## config.mk

```make
export PLATFORM = sky130hd
export DESIGN_NAME = layer_out_deser_flat
export DESIGN_NICKNAME = d
export VERILOG_FILES = /design/src/rtl/layer_out_deser_if.sv /design/src/rtl/layer_out_deser.sv /design/src/flat_wrapper.sv
export SDC_FILE = /design/constraint.sdc
export NUM_CORES = 1
export LEC_CHECK = 0
export CORE_ASPECT_RATIO = 1.1
export CORE_MARGIN = 5
export CORE_UTILIZATION = 43
export CTS_BUF_LIST = sky130_fd_sc_hd__clkbuf_16
export CTS_CLUSTER_SIZE = 25
export DETAILED_ROUTE_END_ITERATION = 7
export GPL_TIMING_DRIVEN = 0
export SETUP_SLACK_MARGIN = 0.2
export SYNTH_ARGS = -nofsm -noshare
export SYNTH_HDL_FRONTEND = slang
export SYNTH_SLANG_ARGS = --single-unit
```

## constraint.sdc

```tcl
create_clock -name clk -period 12.05 [get_ports clk]
set_input_delay 2.41 -clock clk [delete_from_list [all_inputs] [get_ports clk]]
set_output_delay 2.41 -clock clk [all_outputs]
set_load 0.02 [all_outputs]
```

## src/rtl/layer_out_deser_if.sv

```systemverilog
`default_nettype none
// ============================================================================
//  Module   : layer_out_deser_if
//  Brief    : Generic valid/ready stream bundle. Carries either the serial
//             word stream into the deserialiser or its parallel vector output.
//  Revision : 1.0  initial release
// ============================================================================
interface layer_out_deser_if #(
    parameter int W = 16
);
    logic         valid;
    logic         ready;
    logic [W-1:0] data;

    // Producer side drives valid/data and observes ready
    modport master (output valid, output data, input ready);
    // Consumer side observes valid/data and drives ready
    modport slave  (input valid, input data, output ready);
endinterface
`default_nettype wire

```

## src/rtl/layer_out_deser.sv

```systemverilog
`default_nettype none
// ============================================================================
//  Module   : layer_out_deser
//  Brief    : Collects M signed T-bit words from a layer's serial output and
//             presents them as one M*T-bit vector. Two ping-pong buffers keep
//             one word per cycle flowing while the consumer holds off.
//             Optional macro LAYER_DESER_RELU_EN clamps negative words to zero
//             as they are captured.
//  Revision : 1.0  initial release
// ============================================================================
module layer_out_deser #(
    parameter int M = 8,
    parameter int T = 16
) (
    input  logic               clk,
    input  logic               reset,
    layer_out_deser_if.slave   s_if,   // serial words in, W = T
    layer_out_deser_if.master  m_if    // packed vectors out, W = M*T
);
    localparam int             CW   = (M > 1) ? $clog2(M) : 1;
    localparam logic [CW-1:0]  LAST = CW'(M - 1);

    logic [M*T-1:0] bufs [2];
    logic [1:0]     full;
    logic           wr_sel;
    logic           rd_sel;
    logic [CW-1:0]  cnt;
    logic [T-1:0]   word_in;
    logic           word_acc;
    logic           vec_acc;
    logic           last_word;

    // Handshakes decode from registered state only, so there is no
    // combinational path between the two ports.
    assign word_acc  = s_if.valid && !full[wr_sel];
    assign vec_acc   = m_if.ready && full[rd_sel];
    assign last_word = (cnt == LAST);

`ifdef LAYER_DESER_RELU_EN
    assign word_in = s_if.data[T-1] ? '0 : s_if.data;
`else
    assign word_in = s_if.data;
`endif

    assign s_if.ready = !full[wr_sel];
    assign m_if.valid = full[rd_sel];
    assign m_if.data  = bufs[rd_sel];

    // Word position counter and the write/read buffer pointers
    always_ff @(posedge clk or posedge reset) begin
        if (reset) begin
            cnt    <= '0;
            wr_sel <= 1'b0;
            rd_sel <= 1'b0;
        end else begin
            if (word_acc) begin
                if (last_word) begin
                    cnt    <= '0;
                    wr_sel <= ~wr_sel;
                end else begin
                    cnt <= cnt + 1'b1;
                end
            end
            if (vec_acc) begin
                rd_sel <= ~rd_sel;
            end
        end
    end

    generate
        for (genvar i = 0; i < 2; i++) begin : g_buf
            logic [M*T-1:0] buf_q;
            logic           full_q;

            // Lane capture and full flag for one half of the ping-pong pair;
            // a write and a drain never target the same half in one cycle.
            always_ff @(posedge clk or posedge reset) begin
                if (reset) begin
                    buf_q  <= '0;
                    full_q <= 1'b0;
                end else begin
                    if (word_acc && (wr_sel == 1'(i))) begin
                        for (int k = 0; k < M; k++) begin
                            if (cnt == CW'(k)) begin
                                buf_q[k*T +: T] <= word_in;
                            end
                        end
                        if (last_word) begin
                            full_q <= 1'b1;
                        end
                    end
                    if (vec_acc && (rd_sel == 1'(i))) begin
                        full_q <= 1'b0;
                    end
                end
            end

            assign bufs[i] = buf_q;
            assign full[i] = full_q;
        end
    endgenerate

endmodule
`default_nettype wire

```

## src/flat_wrapper.sv

```systemverilog
// flat-port wrapper written by rule: the top's interface ports become plain ports
module layer_out_deser_flat 
#(
    parameter int M = 8,
    parameter int T = 16
)
  (clk, reset, s_if_valid, s_if_data, s_if_ready, m_if_valid, m_if_data, m_if_ready);
  layer_out_deser_if #(.W(T)) s_if_i ();
  layer_out_deser_if #(.W((M * T))) m_if_i ();
  input  logic clk;
  input  logic reset;
  input wire logic [$bits(s_if_i.valid)-1:0] s_if_valid;
  input wire logic [$bits(s_if_i.data)-1:0] s_if_data;
  output wire logic [$bits(s_if_i.ready)-1:0] s_if_ready;
  output wire logic [$bits(m_if_i.valid)-1:0] m_if_valid;
  output wire logic [$bits(m_if_i.data)-1:0] m_if_data;
  input wire logic [$bits(m_if_i.ready)-1:0] m_if_ready;
  assign s_if_i.valid = s_if_valid;
  assign s_if_i.data = s_if_data;
  assign s_if_ready = s_if_i.ready;
  assign m_if_valid = m_if_i.valid;
  assign m_if_data = m_if_i.data;
  assign m_if_i.ready = m_if_ready;
  layer_out_deser #(.M(M), .T(T)) u_core (.clk(clk), .reset(reset), .s_if(s_if_i), .m_if(m_if_i));
endmodule
```

-- Word-level counts from Yosys, hierarchy flattened
Index checks and enable logic that the tools add are counted.
- output and inout port bits: 130
- logic and storage cells: 79
- register bits: 263
- input bits: 20
- bitwise operators: 3
- reductions and logical operators: 31
- equality and inequality tests: 7
- $add $sub $neg: 1
- order comparisons: 3
- multiplexer cells: 13
- operator list (operator ; count):
    2-to-1 mux 128 bit ; 3
    AND reduction 2 bit ; 19
    equality test 3 bit (second input constant) ; 4
    2-to-1 mux 1 bit ; 9
    nonzero test 2 bit ; 4
    equality test 3 x 2 -> 1 bit (second input constant) ; 2
    logical AND 1 bit ; 6
    < comparator 1 x 2 -> 1 bit (second input constant) ; 2
    adder 3 x 1 -> 3 bit (second input constant) ; 1
    equality test 3 x 1 -> 1 bit (second input constant) ; 1
    logical NOT 3 bit ; 1
    2-to-1 mux 3 bit ; 1
    >= comparator 2 bit (second input constant) ; 1
    inverter 1 bit ; 2
    inverter 1 -> 2 bit ; 1
    logical NOT 1 bit ; 1

-- Longest topological paths before layout
- depth after elaboration: 7
- gate-level depth with buffers: 7
- mapped depth without buffers: 5

-- Worst setup path after synthesis
OpenSTA, ideal clock, no wires.
- path type: register to output
- start point: reg u_core.rd_sel
- end point: out m_if_data[35]
- data arrival time: 1.399 ns
- buffers on the path: 3
- setup slack: 8.241 ns
- required time: 9.640 ns
- cell stages (with the launch flop): 5
- path through: dfrtp_1 > clkbuf_1 > clkbuf_1 > buf_2 > mux2_2
- cells in the longest elaborated chain, start to end: 4
- RTL lines (what ; RTL line ; text):
    start: declaration ; layer_out_deser.sv:26 ; logic rd_sel;
    start signal: assignment ; layer_out_deser.sv:65 ; rd_sel <= ~rd_sel;
    inverter 1 -> 2 bit (implied by the code) ; layer_out_deser.sv:47 ; assign m_if.data = bufs[rd_sel];
    2-to-1 mux 128 bit (implied by the code) (3 in series) ; layer_out_deser.sv:47 ;
    end: declaration ; flat_wrapper.sv:16 ; output wire logic [$bits(m_if_i.data)-1:0] m_if_data;
No other way between the ends. The select of a mux whose other input is x is not followed.

-- Worst setup path in the final report
- start point: reg u_core.rd_sel
- end point: out m_if_data[47]
Same word-level chain as after synthesis.

==> metrics.md <==
| Metric | Value |
|---|---|
| Slowest cell on the critical path | `clkdlybuf4s50_1` |
| Hold Worst Slack | `0.499 ns` |
| Total Wirelength | `29800 µm` |
| Startpoint Class | `register` |
| Endpoints failing setup | `0` |
| Reg2Reg Launch Point | `u_core.cnt[1]` |
| Fin util | `54.5%` |
| Critical Path End Type | `output port` |
| Met1 Wirelength | `13100 µm` |
| Metal3 WL | `1230 µm` |
| Worst Tran Pin Value | `0.869 ns` |
| Placer Congestion | `0.792` |
| Cts bufs inserted | `28` |
| Post-Synth Adder-Cell Area | `0.642%` |
| Synth Register Bits | `263` |
| Most frequent cells in the layout | `mux2_2, dfrtp_1, clkdlybuf4s50_1` |
| Cell Chain, Critical Path | `clkbuf_1, clkbuf_1, buf_2, mux2_2, clkdlybuf4s50_1` |
| Final Hold Viols | `0` |
| H-tree depth | `1` |
| Cell Count, Final, Fillers Out | `1312` |
| Final #Nets | `959` |
| Sink Count | `263` |
| Post-synthesis mux area share | `37.4%` |
| Via Count | `6827` |
| Residual DRC | `0` |
| Core Rows | `63` |
| Max-slew violations | `0` |
| Hold Crit Start | `u_core.g_buf[1].buf_q[16]` |
| Post-synthesis sequential area ratio | `56.3%` |
| Initial antenna violation count | `1` |
| Diodes inserted | `0` |
| Leak | `6.39 nW` |
| Post-cts gate resize count | `0` |
| Simple-gate area share of the yosys netlist | `2.59%` |
| CP max stage delay | `0.56 ns` |
| Total power | `4.70 mW` |
| Slew margin rel. | `42.1%` |
| Vias in the first global route | `7887` |
| Minimum clock period | `5.34 ns` |
| Commonest non-fill, non-tap cell in the layout | `mux2_2` |
| Gate count of the mapped netlist | `752` |
| CTS tree | `yes` |
| Unrepaired setup endpoints after global routing | `no` |
| Net Count, Synth | `778` |
| Final setup TNS | `0 ns` |
| Fin crit share | `44.3%` |
| Max IR drop VDD | `0.168 mV` |
| Critical path peak fanout | `10` |
| Starting density of the core | `43.5%` |
| P&R area growth vs syn | `25.3%` |
| Uppermost layer routed | `met5` |
| First-pass GRT wire length | `46600 µm` |
| Synth Warn # | `0` |
| Clock transition at the registers of the reported paths | `0.06 ns` |
| Total Routing Usage GR | `19.4%` |
| Worst hold-check path type | `register to register` |
| GR Overflow Total | `0` |
| Setup bufs post-CTS | `0` |
| Largest net degree at the start of global routing | `116` |
| Metal2 WL | `15100 µm` |
| Max_cap viols | `0` |
| Initial DRC count | `285` |
| Compound-gate portion of the synthesized area | `0.225%` |
| Largest family of logic cells by synthesized area | `multiplexers` |
| Crit path top cell by count | `clkbuf_1` |
| Num ports | `150` |
| Clock latency at the later pin of the worst-skew pair | `0.53 ns` |
| Clk buf depth | `3` |
| Pwr Density | `321 nW/µm²` |
| Routed WL per cell | `22.7 µm` |
| Post-Synth XOR/XNOR Area | `0%` |
| Chip width | `167 µm` |
| Syn_area_per_cell | `15.5 µm²` |
| Arrival time worst endpoint | `2.93 ns` |
| CP required | `9.64 ns` |
| Share of layout cells above drive strength 1 | `49.9%` |
| Drt via density | `5.20` |
| Die Y | `183 µm` |
| Detail Route Antenna Nets | `0` |
| CTS root buffer | `clkbuf_16` |
| Worst setup path category | `register to output port` |
| Placed cell count | `1260` |
| Mapped Area | `11700 µm²` |
| Layout Skew | `0.00747 ns` |
| Yosys cell types | `28` |
| Cts hold-fix bufs | `0` |
| Placed wire-length estimate | `21100 µm` |
| Status | `completed` |
| CP startpoint | `u_core.rd_sel` |
| Port Buffers | `149` |
| CORE AREA | `26900 µm²` |
| Max Clk Rate | `187 MHz` |
| Die area | `30600 µm²` |
| Pre-Repair DR Iteration Count | `4` |
-- where the power goes --
group / leakage, nW / internal (mW) / switching (mW)
sequential: 3.25 / 1.31 / 0.208
clock: 0.480 / 0.540 / 0.349
combinational: 2.66 / 1.23 / 1.07
total: 6.39 / 3.08 / 1.62
-- layer usage --
metal / track usage [%] / vias to the layer above
li1: - / 3059
met3: 3.47 / 32
met4: 3.47 / 2
met1: 25.4 / 3593
met2: 34.2 / 141
met5: 0 / -
-- Yosys cell counts, drive strengths merged --
library cell | count | area, µm²
nor3b | 2 | 37.5
ha | 6 | 75.1
a31oi | 1 | 6.26
inv | 4 | 15.0
nor4 | 1 | 21.3
and4 | 2 | 17.5
clkbuf | 24 | 90.1
a21oi | 1 | 5.00
nand2b | 3 | 18.8
buf | 31 | 225
nand4 | 2 | 25.0
nand2 | 7 | 33.8
dfrtp | 263 | 6580
and2b | 1 | 7.51
nand3 | 3 | 37.5
mux2i | 3 | 30.0
a21o | 2 | 15.0
nor2 | 5 | 38.8
nor3 | 2 | 32.5
nand3b | 1 | 20.0
mux2 | 386 | 4350
and3 | 2 | 12.5
-- worst max-delay path, delay by kind of cell (launching register included) --
kind / cells / cell delay (ns)
mux: 1 / 0.40
flops: 1 / 0.32
buf+inv: 4 / 1.68
-- flip-flops by register name (all words and copies together) (netlist names) --
signal	count
u_core.cnt	3
u_core.g_buf.buf_q	256
u_core.rd_sel	1
u_core.g_buf.full_q	2
u_core.wr_sel	1
-- through the flow --
step / instance area (µm²) / setup WS [ns]
floorplan: 11700 / 2.40
global placement: 13600 / -0.231
detailed placement: 13700 / 7.23
CTS: 14600 / 6.65
global route: 14600 / 6.56
finish: 14600 / 6.71
-- logic make-up after synthesis --
group                    after synthesis
flip-flops                           263
adder cells (fa/ha/maj)                6
AO/OA/AOI/OAI                          4
buffers and inverters                 59
AND/OR/NAND/NOR                       31
multiplexers                         389
-- final cells by class --
class / count / area, µm²
fill: 2189 / 12200
buffer: 55 / 315
timing repair buffer: 151 / 1550
tap: 357 / 447
multi-input combinational: 430 / 4780
sequential: 263 / 6580
inverter: 4 / 22.5
clock buffer: 29 / 726
clock inverter: 23 / 229
-- worst paths after layout --
path | endpoint | slack, ns | depth (start not counted)
max | m_if_data[47] | 6.71 | 5
min | u_core.g_buf[1].buf_q[16] | 0.50 | 1
max reg2reg | u_core.g_buf[0].buf_q[17] | 9.81 | 6
min reg2reg | u_core.g_buf[1].buf_q[16] | 0.50 | 1
max in group asynchronous | u_core.g_buf[1].buf_q[45] | 8.43 | 4
min in group asynchronous | u_core.g_buf[0].buf_q[53] | 2.24 | 2
Note: power is estimated with default switching activity, not from simulation.
